<file path="config.mk">
export PLATFORM = sky130hd
export DESIGN_NAME = dct_zigzag_quant
export DESIGN_NICKNAME = d
export VERILOG_FILES = /design/src/rtl/dct_zigzag_quant.sv
export SDC_FILE = /design/constraint.sdc
export NUM_CORES = 1
export LEC_CHECK = 0
export ABC_AREA = 1
export CAP_MARGIN = 15
export CELL_PAD_IN_SITES_DETAIL_PLACEMENT = 0
export CELL_PAD_IN_SITES_GLOBAL_PLACEMENT = 1
export CORE_MARGIN = 2
export CORE_UTILIZATION = 26
export DETAILED_ROUTE_END_ITERATION = 10
export MAX_ROUTING_LAYER = met4
export PLACE_DENSITY = 0.53
export SLEW_MARGIN = 15
export SYNTH_ARGS = -nofsm -noshare
export SYNTH_HDL_FRONTEND = slang
export SYNTH_SLANG_ARGS = --single-unit
</file>
<file path="constraint.sdc">
create_clock -name clk -period 3.44 [get_ports clk]
set_clock_uncertainty 0.05 [all_clocks]
set_input_delay 0.688 -clock clk [delete_from_list [all_inputs] [get_ports clk]]
set_output_delay 0.688 -clock clk [all_outputs]
set_load 0.01 [all_outputs]
</file>
<file path="src/rtl/dct_zigzag_quant.sv">
// Buffers one 8x8 block of DCT coefficients in raster order and drains it in JPEG zigzag order.
// Optional macro ZZQ_QUANT_EN adds luminance-table quantisation via reciprocal multiplication.
module dct_zigzag_quant #(
    parameter int CW = 12
) (
    input  logic                 clk,
    input  logic                 rst_n,
    input  logic signed [CW-1:0] in_data,
    input  logic                 in_valid,
    output logic                 in_ready,
    output logic signed [CW-1:0] out_data,
    output logic [5:0]           out_index,
    output logic                 out_last,
    output logic                 out_valid,
    input  logic                 out_ready
);

    typedef enum logic [1:0] {
        ST_LOAD  = 2'd0,
        ST_PREP  = 2'd1,
        ST_DRAIN = 2'd2
    } state_t;

    localparam int ZZ [64] = '{
         0,  1,  8, 16,  9,  2,  3, 10, 17, 24, 32, 25, 18, 11,  4,  5,
        12, 19, 26, 33, 40, 48, 41, 34, 27, 20, 13,  6,  7, 14, 21, 28,
        35, 42, 49, 56, 57, 50, 43, 36, 29, 22, 15, 23, 30, 37, 44, 51,
        58, 59, 52, 45, 38, 31, 39, 46, 53, 60, 61, 54, 47, 55, 62, 63
    };

    state_t          state_q, state_d;
    logic [5:0]      wr_ptr_q, wr_ptr_d;
    logic [CW-1:0]   out_data_q, out_data_d;
    logic [5:0]      out_index_q, out_index_d;
    logic            out_last_q, out_last_d;
    logic            out_valid_q, out_valid_d;
    logic            buf_we;

    logic [CW-1:0]   buf_mem [64];
    logic [5:0]      rd_k;
    logic [5:0]      rd_addr;
    logic [CW-1:0]   rd_coef;
    logic [CW-1:0]   coef_val;

    // Zigzag position of the element to present next: 0 from PREP, otherwise the successor.
    assign rd_k    = (state_q == ST_PREP) ? 6'd0 : out_index_q + 6'd1;
    assign rd_addr = 6'(ZZ[rd_k]);
    assign rd_coef = buf_mem[rd_addr];

`ifdef ZZQ_QUANT_EN
    localparam int Q_TAB [64] = '{
        16, 11, 10, 16,  24,  40,  51,  61,
        12, 12, 14, 19,  26,  58,  60,  55,
        14, 13, 16, 24,  40,  57,  69,  56,
        14, 17, 22, 29,  51,  87,  80,  62,
        18, 22, 37, 56,  68, 109, 103,  77,
        24, 35, 55, 64,  81, 104, 113,  92,
        49, 64, 78, 87, 103, 121, 120, 101,
        72, 92, 95, 98, 112, 100, 103,  99
    };

    logic [15:0]     recip_rom [64];
    logic            coef_neg;
    logic [CW-1:0]   coef_mag;
    logic [CW+15:0]  prod;
    logic [CW-1:0]   quot_mag;

    for (genvar gi = 0; gi < 64; gi++) begin : g_recip
        assign recip_rom[gi] = 16'((65536 + Q_TAB[gi] / 2) / Q_TAB[gi]);
    end

    // Magnitude is unsigned so -2^(CW-1) maps cleanly to 2^(CW-1).
    always_comb begin
        coef_neg = rd_coef[CW-1];
        coef_mag = coef_neg ? CW'(-rd_coef) : rd_coef;
        prod     = (CW+16)'(coef_mag) * (CW+16)'(recip_rom[rd_addr]);
        quot_mag = CW'((prod + (CW+16)'(32768)) >> 16);
        coef_val = coef_neg ? CW'(-quot_mag) : quot_mag;
    end
`else
    assign coef_val = rd_coef;
`endif

    always_comb begin
        state_d     = state_q;
        wr_ptr_d    = wr_ptr_q;
        out_data_d  = out_data_q;
        out_index_d = out_index_q;
        out_last_d  = out_last_q;
        out_valid_d = out_valid_q;
        in_ready    = 1'b0;
        buf_we      = 1'b0;
        case (state_q)
            ST_LOAD: begin
                in_ready = 1'b1;
                if (in_valid) begin
                    buf_we   = 1'b1;
                    wr_ptr_d = wr_ptr_q + 6'd1;
                    if (wr_ptr_q == 6'd63) begin
                        state_d = ST_PREP;
                    end
                end
            end
            ST_PREP: begin
                out_data_d  = coef_val;
                out_index_d = 6'd0;
                out_last_d  = 1'b0;
                out_valid_d = 1'b1;
                state_d     = ST_DRAIN;
            end
            ST_DRAIN: begin
                if (out_valid_q && out_ready) begin
                    if (out_index_q == 6'd63) begin
                        out_valid_d = 1'b0;
                        out_last_d  = 1'b0;
                        wr_ptr_d    = 6'd0;
                        state_d     = ST_LOAD;
                    end else begin
                        out_data_d  = coef_val;
                        out_index_d = rd_k;
                        out_last_d  = (rd_k == 6'd63);
                    end
                end
            end
            default: begin
                state_d = ST_LOAD;
            end
        endcase
    end

    always_ff @(posedge clk) begin
        if (!rst_n) begin
            state_q     <= ST_LOAD;
            wr_ptr_q    <= 6'd0;
            out_data_q  <= '0;
            out_index_q <= 6'd0;
            out_last_q  <= 1'b0;
            out_valid_q <= 1'b0;
        end else begin
            state_q     <= state_d;
            wr_ptr_q    <= wr_ptr_d;
            out_data_q  <= out_data_d;
            out_index_q <= out_index_d;
            out_last_q  <= out_last_d;
            out_valid_q <= out_valid_d;
        end
    end

    // Coefficient storage is deliberately not reset.
    always_ff @(posedge clk) begin
        if (buf_we) begin
            buf_mem[wr_ptr_q] <= in_data;
        end
    end

    assign out_data  = out_data_q;
    assign out_index = out_index_q;
    assign out_last  = out_last_q;
    assign out_valid = out_valid_q;

endmodule
</file>
Word-level counts from Yosys, hierarchy flattened --
Memories as Yosys holds them, arrays and structs flattened. Cells that the tools add are included.
Cells by class: $add $sub $neg 2, magnitude comparators 1, equal/unequal tests 10, mux-type cells 29, bitwise gates (word level) 1, reductions and logical operators 9
Operators with widths (count):
- two-way mux 6 bit | 8
- two-way mux 12 bit | 2
- case mux 12 bit (2 select lines) | 1
- case mux 6 bit (2 select lines) | 2
- == test 6 bit (second input constant) | 3
- adder 6 x 1 -> 6 bit (second input constant) | 2
- != test 2 bit (second input constant) | 5
- two-way mux 1 bit | 9
- two-way mux 2 bit | 4
- AND reduction 4 bit | 2
- >= comparator 7 bit (second input constant) | 1
- inverter 6 -> 7 bit | 1
- case mux 2 bit (3 select lines) | 1
- AND reduction 3 bit | 2
- case mux 1 bit (2 select lines) | 2
- nonzero test 2 bit | 2
- == test 2 x 1 -> 1 bit (second input constant) | 1
- == test 2 bit (second input constant) | 1
- zero test 2 bit | 1
- AND reduction 2 bit | 1
- logical AND 1 bit | 1
Word-level totals: bits in registers 28, RAM bits 768, bits in read-only memories 2048, input port bits 16, output and inout bits 21, word-level logic and storage cells 60, memories 2
Memory list:
- (no name shown) | depth 64, bits a word 32, rd ports 1, clocked after Yosys merged registers in 0, write ports 0, line 47 | assign rd_addr = 6'(ZZ[rd_k]);
- buf_mem | depth 64, bits a word 12, rd ports 1, clocked after Yosys merged registers in 0, write ports 1, line 39 | logic [CW-1:0] buf_mem [64];

Longest topological paths before layout --
Gate-level depths: netlist of run 1. An unclocked memory read counts as a cell.
depth after elaboration 10, depth in mapped cells 27, mapped depth without buffers 24

Worst setup path after synthesis of run 1 --
OpenSTA, ideal clock, no wires.
kind flip-flop to flip-flop, start register out_index_q[1] (netlist: out_index[1]), end register out_data_q[1] (netlist: out_data[1]), setup time 109 ps, data arrival time 2768 ps, data required time 3281 ps, slack 513 ps, stages on the path, launching flop included 25, buffers on the path 2, period minus slack after synthesis 2927 ps, path through dfxtp_1 ha_1 nand2_1 inv_1 ha_1 inv_1 nand4_1 nand2_1 nand2_1 nand2_1 nand2_1 nand2_1 nand2_1 nand2_2 buf_2 buf_2 nand2_1 nand3_1 nand3_1 nand3_1 nand3_1 nand3_1 nand3_1 nand2_1 inv_1
On the way: cells in the longest elaborated chain, start to end 10, elaborated cells on any way between the ends 13, those cells by class add/sub (1); eq/ne (2); mux (6); bitwise (1); reduce/logical (1); memory (2)
Ends and longest elaborated chain:
- from (decl) | line 34 | logic [5:0] out_index_q, out_index_d;
- from (signal assigned) | line 143 | out_index_q <= out_index_d;
- adder 6 x 1 -> 6 bit | line 46 | assign rd_k = (state_q == ST_PREP) ? 6'd0 : out_index_q + 6'd1;
- two-way mux 6 bit | line 46
- inverter 6 -> 7 bit (not written as such) | line 47
- memory (64 x 32 bit)
- two-way mux 6 bit (not written as such) (2 in a row) | line 47
- memory (64 x 12 bit)
- two-way mux 12 bit | line 113 | if (out_index_q == 6'd63) begin
- two-way mux 12 bit | line 112 | if (out_valid_q && out_ready) begin
- case mux 12 bit (2 select lines) | line 93 | case (state_q)
- to (signal assigned) | line 142 | out_data_q <= out_data_d;
- to (decl) | line 33 | logic [CW-1:0] out_data_q, out_data_d;
Parallel ways exist; a longest one is shown, timed or not. The select of a mux whose other input is x is not followed. A chain may end at the register's enable or synchronous reset.

Final worst setup path of run 1 --
Same ends and word-level chain as after synthesis.

==> summary.md, run 1 <==
| Metric | Value |
|---|---|
| Outcome | `complete, no violations` |
| Synthesized net count | `3636` |
| Total number of clock tree sinks | `796` |
| Cell at the slowest stage of the critical path | `dfxtp_1` |
| Placeable core region | `0.137 mm2` |
| Number of warnings reported in the yosys synthesis log | `0` |
| Hold slack final | `0.402 ns` |
| Total negative slack for setup checks | `0 ns` |
| Worst supply voltage drop on vdd | `0.322 mV` |
| Final slew viol count | `0` |
| Ratio of cells with drive above 1 in the final layout | `14.3%` |
| Count of boundary I/O pins | `37` |
| Die height | `375 um` |
| Cell area after placement | `0.0400 mm2` |
| CTS tree | `done` |
| Final net count | `3891` |
| Post-route design area | `0.0445 mm2` |
| Count of placed standard cells including taps | `5497` |
| TritonCTS Buffers | `96` |
| Max Root-Sink Buffers | `3` |
| Row count | `136` |
| Flip-flop and latch count after synthesis | `796` |
| Final critical-path share of the clock period | `94.5%` |
| WHS Path Cells | `1` |
| Post-Syn Instances | `3607` |
| Element type at the critical path end | `register` |
| Cell seen most often among critical-path stages | `nand3_1` |
| Total power density per cell area | `470 mW/mm2` |
| Number of levels the H-tree was split into | `3` |
| Die outline area | `0.141 mm2` |
| Antenna violations before repair | `8` |
| Effective utilization at floorplan | `26.1%` |
| Category of the most critical setup path | `reg2reg` |
| Time the worst path needs with I/O delays and setup | `3.25 ns` |
| Arrival time at the worst endpoint | `3.77 ns` |
| Worst min-delay path category | `in2reg` |
| Pleak | `18.7 nW` |
| RSZ-0062 raised after global routing | `yes` |
| Critical Path RT | `3.96 ns` |
| Floorplan die width | `375 um` |
| Number of nets with antenna violations after routing | `0` |
| Worst slew margin relative to its limit | `29.4%` |
| DRT Pass-1 Iters | `5` |
| Worst Reg-to-Reg Cells | `21` |
| Endpoints failing hold | `0` |
| Number of enable-type register cells in the synthesized netlist | `768` |
| Commonest register cell after synthesis | `edfxtp_1` |
| Cell chain of the critical path | `buf_4 -> nand3_1 -> nand2_1 -> nand2_1 -> nor2_4 -> buf_4 -> nand2_1 -> nand3_1 -> nand3_1 -> nand2_4 -> inv_12 -> buf_4 -> buf_4 -> nand3_1 -> nand3_1 -> nand3_2 -> nand3_1 -> nand3_2 -> nand3_1 -> nand2_1 -> inv_1` |
| Routability congestion estimate | `0.801` |
| Half-perimeter wire length after placement | `71100 um` |
| Worst Max-Slew Pin Slew | `1.06 ns` |
| First-pass GRT wire length | `171000 um` |
| Number of distinct library cells after synthesis | `34` |
| Root buffer cell | `clkbuf_16` |
| Routed vias | `25400` |
| Max Freq | `0.308 GHz` |
| Clock latency on the worst-skew pair | `0.69 ns` |
| Post-Route Utilization | `32.5%` |
| Maxcap violations | `0` |
| Non-filler instance count after layout | `5734` |
| Post-synthesis instance area | `0.0358 mm2` |
| GRT Overall Usage | `17.1%` |
| Routed len/inst | `21.1 um` |
| Post-CTS clock slew at the launch and capture registers of the worst setup and hold paths | `0.07 ns` |
| Number of DRC violations after detailed routing | `0` |
| Crit-path max FO | `9` |
| Avg Synthesized Cell Area | `9.91 um2` |
| Overflow left after global routing | `0` |
| Initial detailed-routing violation count | `2324` |
| Post-Route WL | `121000 um` |
| Number of global-route vias before repair | `24400` |
| Final setup violation count | `0` |
| Async set or reset register ratio after synthesis | `0%` |
| Pin count of the biggest net entering global routing | `65` |
| Signed area change from the synthesized netlist to the final layout | `24.4%` |
| Number of hold buffers added after cts | `0` |
| Number of port buffers | `36` |
| Post-synthesis sequential area ratio | `66.1%` |
| Vias per cell | `4.43` |
| Worst setup SP type | `register` |
| Delay of the slowest cell on the worst path | `0.37 ns` |
## cell usage after synthesis (3+ instances only)
| master | number | area share (%) |
|---|---|---|
| o21ai_0 | 29 | 0.41 |
| nand2_1 | 915 | 9.6 |
| edfxtp_1 | 768 | 64 |
| nor3_1 | 3 | 0.042 |
| nand4_1 | 6 | 0.10 |
| buf_4 | 7 | 0.15 |
| inv_2 | 11 | 0.12 |
| dfxtp_1 | 28 | 1.6 |
| a21oi_1 | 17 | 0.24 |
| inv_1 | 704 | 7.4 |
| buf_2 | 113 | 1.6 |
| nor2_4 | 3 | 0.094 |
| buf_6 | 10 | 0.31 |
| clkbuf_1 | 43 | 0.45 |
| ha_1 | 13 | 0.45 |
| nand3_1 | 813 | 11 |
| buf_1 | 9 | 0.094 |
| nor2_1 | 88 | 0.92 |
| nand2_2 | 6 | 0.10 |
| o211ai_1 | 3 | 0.063 |
## metal layers
| layer | global-route usage, % | share of wire [%] | vias up |
|---|---|---|---|
| met3 | 2.47 | 4.8 | 157 |
| met4 | 4.12 | 2.2 | 0 |
| met2 | 26.5 | 46 | 591 |
| li1 | - | - | 12300 |
| met1 | 23.5 | 47 | 12400 |
| met5 | - | 0 | - |
## power breakdown
group / switching, mW / internal, mW
Sequential: 0.00692 / 10.6
Combinational: 0.278 / 0.0598
Clock: 4.14 / 5.78
## worst max-delay path: cells and delay by family (launching register included)
family | cells | cell delay (ns)
buffers and inverters | 6 | 0.82
DFF | 1 | 0.37
and+or+nand+nor | 15 | 1.91
## what timing repair did
item / 4_1_cts / 5_1_grt
resized for setup: 32 / 106
gates cloned: 5 / 14
pin swaps: 4 / 15
endpoints found under the setup margin: 11 / 12
buffers inserted: 8 / 34
## final cells by class
class                      count  area, um2
inverter                     715       2700
clock buffer                 115       2520
timing repair buffer         338       3860
clock inverter                56        475
fill                       14000      92500
antenna                        5       12.5
tap                         1794       2240
sequential                   796      23600
multi-input combinational   1915       9050
## sequential cells by signal, indices dropped and copies added (netlist names)
signal     cells
state_q        2
out_data      12
buf_mem      768
wr_ptr_q       6
out_valid      1
out_index      6
out_last       1
## worst paths after layout
path / start / to / slack [ns]
min reg2reg: out_last / out_last / 0.44
max: out_index[1] / out_data[1] / 0.19
max reg2reg: out_index[1] / out_data[1] / 0.19
min: in_data[5] / buf_mem[2][5] / 0.40
## metrics by stage
step | setup slack (ns) | power [mW]
after detailed placement | -0.274 | 11.2
final | 0.191 | 20.9
after CTS | -0.0103 | 21.1
after floorplan | 0.513 | 10.9
after global routing | -0.0125 | 21.5
after global placement | -0.370 | 11.2
## kinds of logic after synthesis
family	count (synthesis)	synth area share, %
AND/OR/NAND/NOR	1842	22.5
buffers and inverters	897	10.1
flip-flops	796	66.1
AO/OA/AOI/OAI	58	0.875
adder cells (fa/ha/maj)	13	0.455
XOR/XNOR	1	0.0245
## layout by cell type (no fill, tap or decap), types with 3 or more instances in the layout
cell type / netlist / routed
nor2_4: 3 / 3
nand3_1: 813 / 739
buf_4: 7 / 206
dfxtp_1: 28 / 25
inv_1: 704 / 702
nand2_2: 6 / 7
buf_6: 10 / 13
diode_2: 0 / 5
nor2_1: 88 / 87
inv_2: 11 / 11
o21ai_0: 29 / 29
nand2_4: 2 / 7
nand3_2: 2 / 70
clkbuf_8: 0 / 5
nand4_1: 6 / 6
buf_2: 113 / 12
dfxtp_2: 0 / 3
bufinv_16: 0 / 8
nand2_1: 915 / 908
o211ai_1: 3 / 3
clkbuf_16: 0 / 108
nand3_4: 1 / 7
buf_12: 0 / 49
clkbuf_1: 43 / 14
nor3_1: 3 / 3
ha_1: 13 / 11
a21oi_1: 17 / 17
clkdlybuf4s50_1: 0 / 24
inv_6: 0 / 4
clkinv_2: 0 / 18
edfxtp_1: 768 / 768
buf_16: 0 / 18
clkinv_1: 0 / 25
(Power assumes the default switching activity.)
==> run 2: changes to the inputs <==
--- a/config.mk
+++ b/config.mk
@@ -12,6 +12,7 @@
 export CORE_MARGIN = 2
 export CORE_UTILIZATION = 26
 export DETAILED_ROUTE_END_ITERATION = 10
+export GPL_ROUTABILITY_DRIVEN = 0
 export MAX_ROUTING_LAYER = met4
 export PLACE_DENSITY = 0.53
 export SLEW_MARGIN = 15
==> results of run 2 <==
Same layout as run 1: the final DEF is identical, and so are final timing and power.
